==> src/rtl/vend_ctrl_if.sv <==
// rtl/vend_ctrl_if.sv - coin, selection, dispense and change signals of the vending sequencer
// slave is the sequencer side, master is the environment (validator, keypad, actuators).
interface vend_ctrl_if #(
  parameter int W = 7
);
  logic [W-1:0] currency_value;
  logic         currency_valid;
  logic         coin_ready;
  logic         coin_reject;
  logic         sel_valid;
  logic [1:0]   sel_id;
  logic         sel_nack;
  logic         cancel;
  logic [W-1:0] credit;
  logic         dispense_valid;
  logic [1:0]   dispense_id;
  logic         dispense_ack;
  logic         change_valid;
  logic [W-1:0] change_value;
  logic         change_ack;
  logic         busy;
  logic [15:0]  sales_total;

  modport slave (
    input  currency_value, currency_valid, sel_valid, sel_id, cancel,
           dispense_ack, change_ack,
    output coin_ready, coin_reject, sel_nack, credit, dispense_valid,
           dispense_id, change_valid, change_value, busy, sales_total
  );

  modport master (
    output currency_value, currency_valid, sel_valid, sel_id, cancel,
           dispense_ack, change_ack,
    input  coin_ready, coin_reject, sel_nack, credit, dispense_valid,
           dispense_id, change_valid, change_value, busy, sales_total
  );
endinterface

==> src/rtl/vend_ctrl.sv <==
// rtl/vend_ctrl.sv - vending sequencer: coin credit, price check, dispense then change handshakes
// Define SALES_COUNT_EN to add the 16-bit completed-dispense counter on sales_total.
module vend_ctrl #(
  parameter int                          CURRENCY_WIDTH = 7,
  parameter logic [4*CURRENCY_WIDTH-1:0] PRICE_TABLE    = {7'd25, 7'd20, 7'd15, 7'd10},
  parameter int                          TIMEOUT_CYCLES = 1000
) (
  input logic        clk,
  input logic        rst,
  vend_ctrl_if.slave bus
);

  localparam int W  = CURRENCY_WIDTH;
  localparam int TW = $clog2(TIMEOUT_CYCLES + 1);

  typedef enum logic [1:0] {
    S_IDLE,
    S_COLLECT,
    S_DISPENSE,
    S_CHANGE
  } state_t;

  state_t         r_state, w_state_nxt;
  logic [W-1:0]   r_credit, w_credit_nxt;
  logic [W-1:0]   r_change_value, w_change_value_nxt;
  logic [1:0]     r_dispense_id, w_dispense_id_nxt;
  logic [TW-1:0]  r_tmo, w_tmo_nxt;
  logic           r_coin_reject, w_coin_reject_nxt;
  logic           r_sel_nack, w_sel_nack_nxt;

  logic           w_coin_ready;
  logic           w_coin_take;
  logic [W:0]     w_sum;
  logic           w_ovf;
  logic [W-1:0]   w_eff;
  logic [W-1:0]   w_price;
  logic           w_activity;

  assign w_coin_ready = (r_state == S_IDLE) || (r_state == S_COLLECT);
  assign w_coin_take  = w_coin_ready && bus.currency_valid && (bus.currency_value != '0);
  assign w_sum        = {1'b0, r_credit} + {1'b0, bus.currency_value};
  assign w_ovf        = w_sum[W];
  // Effective credit seen by cancel/selection: the coin of this cycle counts unless it overflows.
  assign w_eff        = (w_coin_take && !w_ovf) ? w_sum[W-1:0] : r_credit;
  assign w_price      = PRICE_TABLE[32'(bus.sel_id) * W +: W];
  assign w_activity   = bus.currency_valid || bus.sel_valid || bus.cancel;

  always_ff @(posedge clk or posedge rst) begin
    if (rst) begin
      r_state        <= S_IDLE;
      r_credit       <= '0;
      r_change_value <= '0;
      r_dispense_id  <= '0;
      r_tmo          <= '0;
      r_coin_reject  <= 1'b0;
      r_sel_nack     <= 1'b0;
    end else begin
      r_state        <= w_state_nxt;
      r_credit       <= w_credit_nxt;
      r_change_value <= w_change_value_nxt;
      r_dispense_id  <= w_dispense_id_nxt;
      r_tmo          <= w_tmo_nxt;
      r_coin_reject  <= w_coin_reject_nxt;
      r_sel_nack     <= w_sel_nack_nxt;
    end
  end

  always_comb begin
    w_state_nxt        = r_state;
    w_credit_nxt       = r_credit;
    w_change_value_nxt = r_change_value;
    w_dispense_id_nxt  = r_dispense_id;
    w_tmo_nxt          = '0;
    w_sel_nack_nxt     = 1'b0;
    w_coin_reject_nxt  = bus.currency_valid &&
                         (!w_coin_ready || (r_state == S_COLLECT && w_coin_take && w_ovf));

    case (r_state)
      S_IDLE: begin
        if (bus.sel_valid) begin
          w_sel_nack_nxt = 1'b1;
        end
        if (w_coin_take) begin
          w_credit_nxt = bus.currency_value;
          w_state_nxt  = S_COLLECT;
        end
      end

      S_COLLECT: begin
        w_credit_nxt = w_eff;
        if (bus.cancel) begin
          w_change_value_nxt = w_eff;
          w_state_nxt        = S_CHANGE;
        end else if (bus.sel_valid && (w_eff >= w_price)) begin
          w_dispense_id_nxt = bus.sel_id;
          w_credit_nxt      = w_eff - w_price;
          w_state_nxt       = S_DISPENSE;
        end else if (bus.sel_valid) begin
          w_sel_nack_nxt = 1'b1;
        end else if (!w_activity) begin
          if (r_tmo == TW'(TIMEOUT_CYCLES - 1)) begin
            w_change_value_nxt = r_credit;
            w_state_nxt        = S_CHANGE;
          end else begin
            w_tmo_nxt = r_tmo + 1'b1;
          end
        end
      end

      S_DISPENSE: begin
        if (bus.dispense_ack) begin
          if (r_credit != '0) begin
            w_change_value_nxt = r_credit;
            w_state_nxt        = S_CHANGE;
          end else begin
            w_state_nxt = S_IDLE;
          end
        end
      end

      S_CHANGE: begin
        if (bus.change_ack) begin
          w_credit_nxt       = '0;
          w_change_value_nxt = '0;
          w_state_nxt        = S_IDLE;
        end
      end

      default: begin
        w_state_nxt = S_IDLE;
      end
    endcase
  end

  assign bus.coin_ready     = w_coin_ready;
  assign bus.coin_reject    = r_coin_reject;
  assign bus.sel_nack       = r_sel_nack;
  assign bus.credit         = r_credit;
  assign bus.dispense_valid = (r_state == S_DISPENSE);
  assign bus.dispense_id    = r_dispense_id;
  assign bus.change_valid   = (r_state == S_CHANGE);
  assign bus.change_value   = r_change_value;
  assign bus.busy           = (r_state == S_DISPENSE) || (r_state == S_CHANGE);

`ifdef SALES_COUNT_EN
  logic [15:0] r_sales_total;

  always_ff @(posedge clk or posedge rst) begin
    if (rst) begin
      r_sales_total <= '0;
    end else if (r_state == S_DISPENSE && bus.dispense_ack) begin
      r_sales_total <= r_sales_total + 16'd1;
    end
  end

  assign bus.sales_total = r_sales_total;
`else
  assign bus.sales_total = '0;
`endif

endmodule

==> src/flat_wrapper.sv <==
// flat-port wrapper written by rule: the top's interface ports become plain ports
module vend_ctrl_flat 
#(
  parameter int                          CURRENCY_WIDTH = 7,
  parameter logic [4*CURRENCY_WIDTH-1:0] PRICE_TABLE    = {7'd25, 7'd20, 7'd15, 7'd10},
  parameter int                          TIMEOUT_CYCLES = 1000
)
  (clk, rst, bus_currency_value, bus_currency_valid, bus_sel_valid, bus_sel_id, bus_cancel, bus_dispense_ack, bus_change_ack, bus_coin_ready, bus_coin_reject, bus_sel_nack, bus_credit, bus_dispense_valid, bus_dispense_id, bus_change_valid, bus_change_value, bus_busy, bus_sales_total);
  vend_ctrl_if #(.W(7)) bus_i ();
  input logic clk;
  input logic rst;
  input wire logic [$bits(bus_i.currency_value)-1:0] bus_currency_value;
  input wire logic [$bits(bus_i.currency_valid)-1:0] bus_currency_valid;
  input wire logic [$bits(bus_i.sel_valid)-1:0] bus_sel_valid;
  input wire logic [$bits(bus_i.sel_id)-1:0] bus_sel_id;
  input wire logic [$bits(bus_i.cancel)-1:0] bus_cancel;
  input wire logic [$bits(bus_i.dispense_ack)-1:0] bus_dispense_ack;
  input wire logic [$bits(bus_i.change_ack)-1:0] bus_change_ack;
  output wire logic [$bits(bus_i.coin_ready)-1:0] bus_coin_ready;
  output wire logic [$bits(bus_i.coin_reject)-1:0] bus_coin_reject;
  output wire logic [$bits(bus_i.sel_nack)-1:0] bus_sel_nack;
  output wire logic [$bits(bus_i.credit)-1:0] bus_credit;
  output wire logic [$bits(bus_i.dispense_valid)-1:0] bus_dispense_valid;
  output wire logic [$bits(bus_i.dispense_id)-1:0] bus_dispense_id;
  output wire logic [$bits(bus_i.change_valid)-1:0] bus_change_valid;
  output wire logic [$bits(bus_i.change_value)-1:0] bus_change_value;
  output wire logic [$bits(bus_i.busy)-1:0] bus_busy;
  output wire logic [$bits(bus_i.sales_total)-1:0] bus_sales_total;
  assign bus_i.currency_value = bus_currency_value;
  assign bus_i.currency_valid = bus_currency_valid;
  assign bus_i.sel_valid = bus_sel_valid;
  assign bus_i.sel_id = bus_sel_id;
  assign bus_i.cancel = bus_cancel;
  assign bus_i.dispense_ack = bus_dispense_ack;
  assign bus_i.change_ack = bus_change_ack;
  assign bus_coin_ready = bus_i.coin_ready;
  assign bus_coin_reject = bus_i.coin_reject;
  assign bus_sel_nack = bus_i.sel_nack;
  assign bus_credit = bus_i.credit;
  assign bus_dispense_valid = bus_i.dispense_valid;
  assign bus_dispense_id = bus_i.dispense_id;
  assign bus_change_valid = bus_i.change_valid;
  assign bus_change_value = bus_i.change_value;
  assign bus_busy = bus_i.busy;
  assign bus_sales_total = bus_i.sales_total;
  vend_ctrl #(.CURRENCY_WIDTH(CURRENCY_WIDTH), .PRICE_TABLE(PRICE_TABLE), .TIMEOUT_CYCLES(TIMEOUT_CYCLES)) u_core (.clk(clk), .rst(rst), .bus(bus_i));
endmodule
==> config.mk <==
export PLATFORM = sky130hd
export DESIGN_NAME = vend_ctrl_flat
export DESIGN_NICKNAME = d
export VERILOG_FILES = /design/src/rtl/vend_ctrl_if.sv /design/src/rtl/vend_ctrl.sv /design/src/flat_wrapper.sv
export SDC_FILE = /design/constraint.sdc
export NUM_CORES = 1
export LEC_CHECK = 0
export BUFFER_PORTS_ARGS = -buffer_cell sky130_fd_sc_hd__buf_2
export CELL_PAD_IN_SITES_DETAIL_PLACEMENT = 1
export CELL_PAD_IN_SITES_GLOBAL_PLACEMENT = 1
export CORE_MARGIN = 5
export CORE_UTILIZATION = 37
export CTS_CLUSTER_DIAMETER = 200
export DETAILED_ROUTE_END_ITERATION = 10
export GPL_ROUTABILITY_DRIVEN = 0
export HOLD_SLACK_MARGIN = 0.03
export PLACE_DENSITY_LB_ADDON = 0.08
export SYNTH_ARGS = -nofsm -noshare
export SYNTH_HDL_FRONTEND = slang
export SYNTH_SLANG_ARGS = --single-unit
export TNS_END_PERCENT = 5
==> constraint.sdc <==
create_clock -name clk -period 3.8 [get_ports clk]
set_input_delay 0 -clock clk [delete_from_list [all_inputs] [get_ports clk]]
set_output_delay 0 -clock clk [all_outputs]
set_load 0.05 [all_outputs]
* Word level (Yosys, flattened, before mapping) *
Index checks and enable logic that the tools add are counted.

storage, ports and cells
  register bits after elaboration = 30
  input port bits = 16
  output and inout port bits = 38
  logic and storage cells = 86

operators by class
  add/subtract/negate cells = 3
  multiply operators = 1
  order comparisons = 1
  equality and inequality tests = 15
  shift-type cells = 1
  muxes and demuxes = 34
  bitwise logic cells = 1
  reduce and logical (&&, ||, !) cells = 23

operators with widths
  cell                                                                          count
  7-bit two-way mux                                                             12
  10-bit two-way mux                                                            6
  7-bit case mux with 3 select lines                                            2
  28-bit by 6-bit variable part select with 7-bit output, first input constant  1
  2-bit two-way mux                                                             9
  7-bit nonzero test                                                            2
  3-bit inequality test, second input constant                                  4
  4-bit inequality test, second input constant                                  3
  10-bit by 1-bit adder with 10-bit output, second input constant               1
  10-bit equality test, second input constant                                   1
  7-bit by 7-bit adder with 8-bit output                                        1
  2-bit case mux with 4 select lines                                            1
  8-bit AND reduction                                                           1
  7-bit >= comparator                                                           1
  1-bit logical AND                                                             7
  7-bit subtractor                                                              1
  3-bit AND reduction                                                           2
  6-bit AND reduction                                                           1
  3-bit nonzero test                                                            2
  1-bit logical OR                                                              5
  2-bit by 3-bit multiplier with 5-bit output, second input constant            1
  2-bit equality test, second input constant                                    2
  2-bit by 1-bit inequality test with 1-bit output, second input constant       2
  2-bit inequality test, second input constant                                  2
  6 further kinds                                                               9

* Longest topological paths before layout *
  depth after elaboration = 11
  mapped depth = 16
  mapped depth without buffers = 15

* Worst setup path after synthesis *
No wires, ideal clock.

  path kind = register to register
  from = register u_core.r_credit[2], in the netlist u_core.bus.credit[2]
  to = register u_core.r_dispense_id[0], in the netlist u_core.bus.dispense_id[0]
  setup time = 125 ps
  arrival time = 3987 ps
  required time = 3675 ps
  path slack = -312 ps
  cell stages (with the launch flop) = 17
  buffers on the path = 1
  period minus slack after synthesis = 4112 ps
  path through = dfrtp_1 > ha_1 > a21oi_1 > a211oi_2 > nor3_2 > buf_4 > mux2i_1 > inv_1 > ha_1 > a21o_1 > nand2_1 > a31oi_4 > nand3_2 > a31o_4 > a31oi_4 > and2_2 > mux2_2

between the ends
  cells in the longest elaborated chain, start to end = 7

RTL lines
  item                                    RTL line         RTL
  from (decl)                             vend_ctrl.sv:24  logic [W-1:0] r_credit, w_credit_nxt;
  from (signal assigned)                  vend_ctrl.sv:59  r_credit <= w_credit_nxt;
  7-bit by 7-bit adder with 8-bit output  vend_ctrl.sv:41  assign w_sum = {1'b0, r_credit} + {1'b0, bus.currency_value};
  1-bit logical NOT                       vend_ctrl.sv:44  assign w_eff = (w_coin_take && !w_ovf) ? w_sum[W-1:0] : r_credit;
  1-bit logical AND                       vend_ctrl.sv:44
  7-bit two-way mux *                     vend_ctrl.sv:44
  7-bit >= comparator *                   vend_ctrl.sv:94  end else if (bus.sel_valid && (w_eff >= w_price)) begin
  1-bit logical AND *                     vend_ctrl.sv:94
  3-bit AND reduction (no line) *         n/a
  to (signal assigned)                    vend_ctrl.sv:61  r_dispense_id <= w_dispense_id_nxt;
  to (decl)                               vend_ctrl.sv:26  logic [1:0] r_dispense_id, w_dispense_id_nxt;

Every way passes the cells marked *; elsewhere a longest branch is shown, timed or not.
A chain may end at the register's enable or synchronous reset.

* Worst setup path in the final report *
  from = register u_core.r_credit[6], in the netlist u_core.bus.credit[6]
  to = register u_core.r_dispense_id[0], in the netlist u_core.bus.dispense_id[0]

The elaborated chain is that of the path after synthesis.

==> impl_metrics.csv <==
group,metric,value,unit
floorplan,fp.coreArea,6680,um^2
power,vdd_drop_max,0.317,mV
timing,clock_skew,0.00818,ns
power,p_leak,1.37,nW
worst_setup_path,crit_arrival,3.83,ns
timing,drv_slew,0,
finish,layout.cells.most_common,"sky130_fd_sc_hd__buf_2",
cts,cts_tree,"built",
worst_setup_path,worst_ep_required_time,3.97,ns
worst_setup_path,r2r_start,"u_core.bus.credit[6]",
global_route,via_count_of_the_first_global_routing_pass,2429,
worst_setup_path,crit_end,"u_core.bus.dispense_id[0]",
timing,worst_slack,0.136,ns
detailed_routing,totalWireLength,7780,um
worst_setup_path,worstSetupEndpointType,"register",
finish,most-common-layout-cells,"sky130_fd_sc_hd__buf_2 (37), sky130_fd_sc_hd__nand2_1 (28), sky130_fd_sc_hd__nor2_1 (26)",
finish,fin_cells,422,
timing,finalSetupViolCount,0,
cts,clock_sink_count,30,
finish,n_antenna_cell,0,
synth,syn-cell-area,2510,um^2
worst_setup_path,rr_endpoint,"u_core.bus.dispense_id[0]",
power,pwr_density_cell,927,nW/um^2
global_route,globalRouteOverflowTotal,0,
synth,distinct_cell_type_count_of_the_synthesized_netlist,55,
cts,clk-insertion-delay-late,0.29,ns
cts,worst_setup_hold_path_clk_slew,0.07,ns
synth,synth_ff_type,"sky130_fd_sc_hd__dfrtp_1",
synth,number_of_flops_mapped_to_enable_cells_by_yosys,0,
detailed_routing,number_of_remaining_drc_errors,0,
global_route,initial_antenna_violation_count,0,
synth,postSynthAreaPerCell,8.82,um^2
worst_setup_path,timing.critical_path.cells,"ha_4 > a21oi_1 > o21ai_0 > nor3_2 > buf_6 > buf_4 > mux2_2 > ha_1 > and3_1 > nand3_1 > a31oi_4 > and2_2 > mux2_2",
detailed_routing,dr_total_vias,2295,
finish,layout.cell_area.non_filler,3050,um^2
timing,timing.max_slew.rel_slack,0.465,
global_route,grtUsageTotal,0.187,
finish,final.fill_count,828,
cts,clock_tree.htree_level_count,2,
worst_setup_path,worst_setup_path_start_kind,"register",
synth,syn_inst,284,
timing,final_period_minus_worst_setup_slack,3.66,ns
detailed_routing,number_of_search_and_repair_iterations_in_the_first_detailed_routing_pass,4,
worst_setup_path,regToRegSetupSlack,0.14,ns
run_status,run_status,"finished clean",
worst_setup_path,critPathLaunch,"u_core.bus.credit[6]",
worst_setup_path,slowest_stage,"sky130_fd_sc_hd__dfrtp_2",
synth,synth.ff_latch_count,30,
place,place_worst_setup_slack,-0.0723,ns
worst_setup_path,timing_worst_setup_path_type,"register to register",
floorplan,top_level_ports,54,
finish,synthToLayoutAreaGrowth,21.7,%
worst_setup_path,critical_path.most_common_cell,"sky130_fd_sc_hd__mux2_2",
place,dp_hpwl,6110,um
timing,layout_worst_path_cycle_share,0.964,
timing,tightestPinTransition,0.792,ns
cts,numCtsBuffers,5,
synth,ys_warn_count,0,
timing,rsz0062_at_grt,"no",
global_route,grt_first_pass_wirelength,12600,um
worst_setup_path,critical_path.max_stage_delay,0.47,ns
cts,clk_root_buffer_cell,"sky130_fd_sc_hd__clkbuf_8",
floorplan,floorplan.initialDensity,0.375,
global_route,grt_start_max_net_pins,31,
detailed_routing,route.detailed.wl_per_inst,18.4,um
synth,synth-async-reset-ratio,1.00,
timing,timing.fmax,273,MHz
worst_hold_path,hp-class,"primary input to register",
detailed_routing,postRouteAntennaNets,0,
finish,layout-drive-gt1-share,0.281,
flow_run,maxCapViolations,0,
place,post-place-cells,406,
detailed_routing,dr.first_iter.drc_count,70,
worst_setup_path,r2r_cells,13,
place,placedInstanceArea,2830,um^2
worst_setup_path,timing.critical_path.fanout_max,7,
synth,ys_seq_area_frac,0.300,
detailed_routing,vias_per_cell,5.44,
cts,cts_max_path_buffers,2,
place,place.port_buffers,37,
floorplan,floorplan.rows,30,
floorplan,floorplan.die_area,8520,um^2
floorplan,die_w,92.3,um
floorplan,die_h,92.3,um
finish,num-nets-final,373,
timing,hold_violations,0,
## cells by family (layout without fill, tap and decap cells)
group | Yosys count | count (layout) | share of synthesized area
simple gates | 98 | 98 | 0.195
compound gates | 69 | 69 | 0.200
buf+inv | 36 | 79 | 0.0884
flops | 30 | 30 | 0.300
xor+xnor | 19 | 19 | 0.0664
fa+ha+maj | 17 | 17 | 0.0889
mux | 14 | 14 | 0.0609
other cells | 1 | 16 | 0.00150
## routing by layer
layer / wire length, um / GRT usage / vias up
li1: - / - / 1099
met1: 3410 / 0.230 / 1137
met2: 3980 / 0.336 / 46
met3: 267 / 0.0317 / 13
met4: 117 / 0.0495 / 0
met5: 0 / 0 / -
## final cells by class
type                       instances  area (um^2)  share of cell area
multi-input combinational        233         1650               0.541
inverter                          10         37.5              0.0123
clock inverter                     1         30.0             0.00985
timing repair buffer              62          392               0.128
sequential                        30          758               0.249
tap                               80          100              0.0328
clock buffer                       6         82.6              0.0271
## stage by stage
stage          power [mW]  utilization  hold slack [ns]  TNS, ns
6_report             2.83        0.456           0.0482        0
5_1_grt              3.02        0.456           0.0497        0
4_1_cts              2.83        0.453           0.0401        0
3_5_place_dp         2.46        0.423            0.116   -0.204
3_3_place_gp         2.43        0.423            0.115        0
2_1_floorplan        1.90            -           0.0904        0
## cell usage after synthesis (all sizes together), types with 3 or more instances
master,count,area (um^2)
nor3,5,30.0
and3,4,26.3
a31oi,4,55.1
nand3,15,80.1
a21oi,19,95.1
clkbuf,7,26.3
dfrtp,30,751
mux2,7,78.8
nand2,28,105
or3,3,18.8
mux2i,7,73.8
o311ai,3,26.3
a211oi,7,57.6
xor2,12,105
nand2b,3,18.8
buf,18,148
xnor2,7,61.3
ha,13,163
nor2,27,101
and2,4,26.3
a21o,4,30.0
o21ai,17,85.1
inv,9,33.8
## power breakdown
group / internal, mW / leakage, nW / switching, mW / total (mW)
combinational: 0.682 / 0.933 / 1.30 / 1.98
sequential: 0.421 / 0.384 / 0.0831 / 0.504
clock: 0.210 / 0.0573 / 0.130 / 0.340
## repair_timing
action | in CTS | in global routing
pin swaps | 0 | 1
setup buffers | 3 | 0
endpoints found under the hold margin | 35 | 0
resized for setup | 1 | 4
setup endpoints to repair | 7 | 7
hold buffers | 6 | 0
## worst min path at each step
| stage | start | to | slack [ns] | depth (start not counted) |
|---|---|---|---|---|
| after detailed placement | rst | u_core.bus.dispense_id[0] | 0.12 | 3 |
| after global placement | rst | u_core.bus.change_value[4] | 0.11 | 3 |
| after floorplan | rst | u_core.bus.change_value[0] | 0.09 | 1 |
| after CTS | bus_currency_value[2] | u_core.bus.credit[2] | 0.04 | 3 |
| after global routing | bus_currency_value[2] | u_core.bus.credit[2] | 0.05 | 3 |
| final | bus_currency_value[2] | u_core.bus.credit[2] | 0.05 | 3 |
## state kept, by name, indices dropped and copies added, names as in the netlist
name,flops
u_core.r_tmo,10
u_core.bus.change_value,7
u_core.bus.credit,7
u_core.bus.dispense_id,2
u_core.r_state,2
u_core.bus.coin_reject,1
u_core.bus.sel_nack,1
## critical path: cells and delay by family, from the launching register on
kind                     cells  cell delay [ns]
AO/OA/AOI/OAI                3             0.64
adder cells (fa/ha/maj)      2             0.67
buffers and inverters        2             0.31
flip-flops                   1             0.47
multiplexers                 2             0.72
AND/OR/NAND/NOR              4             0.74
(Power assumes the default switching activity.)
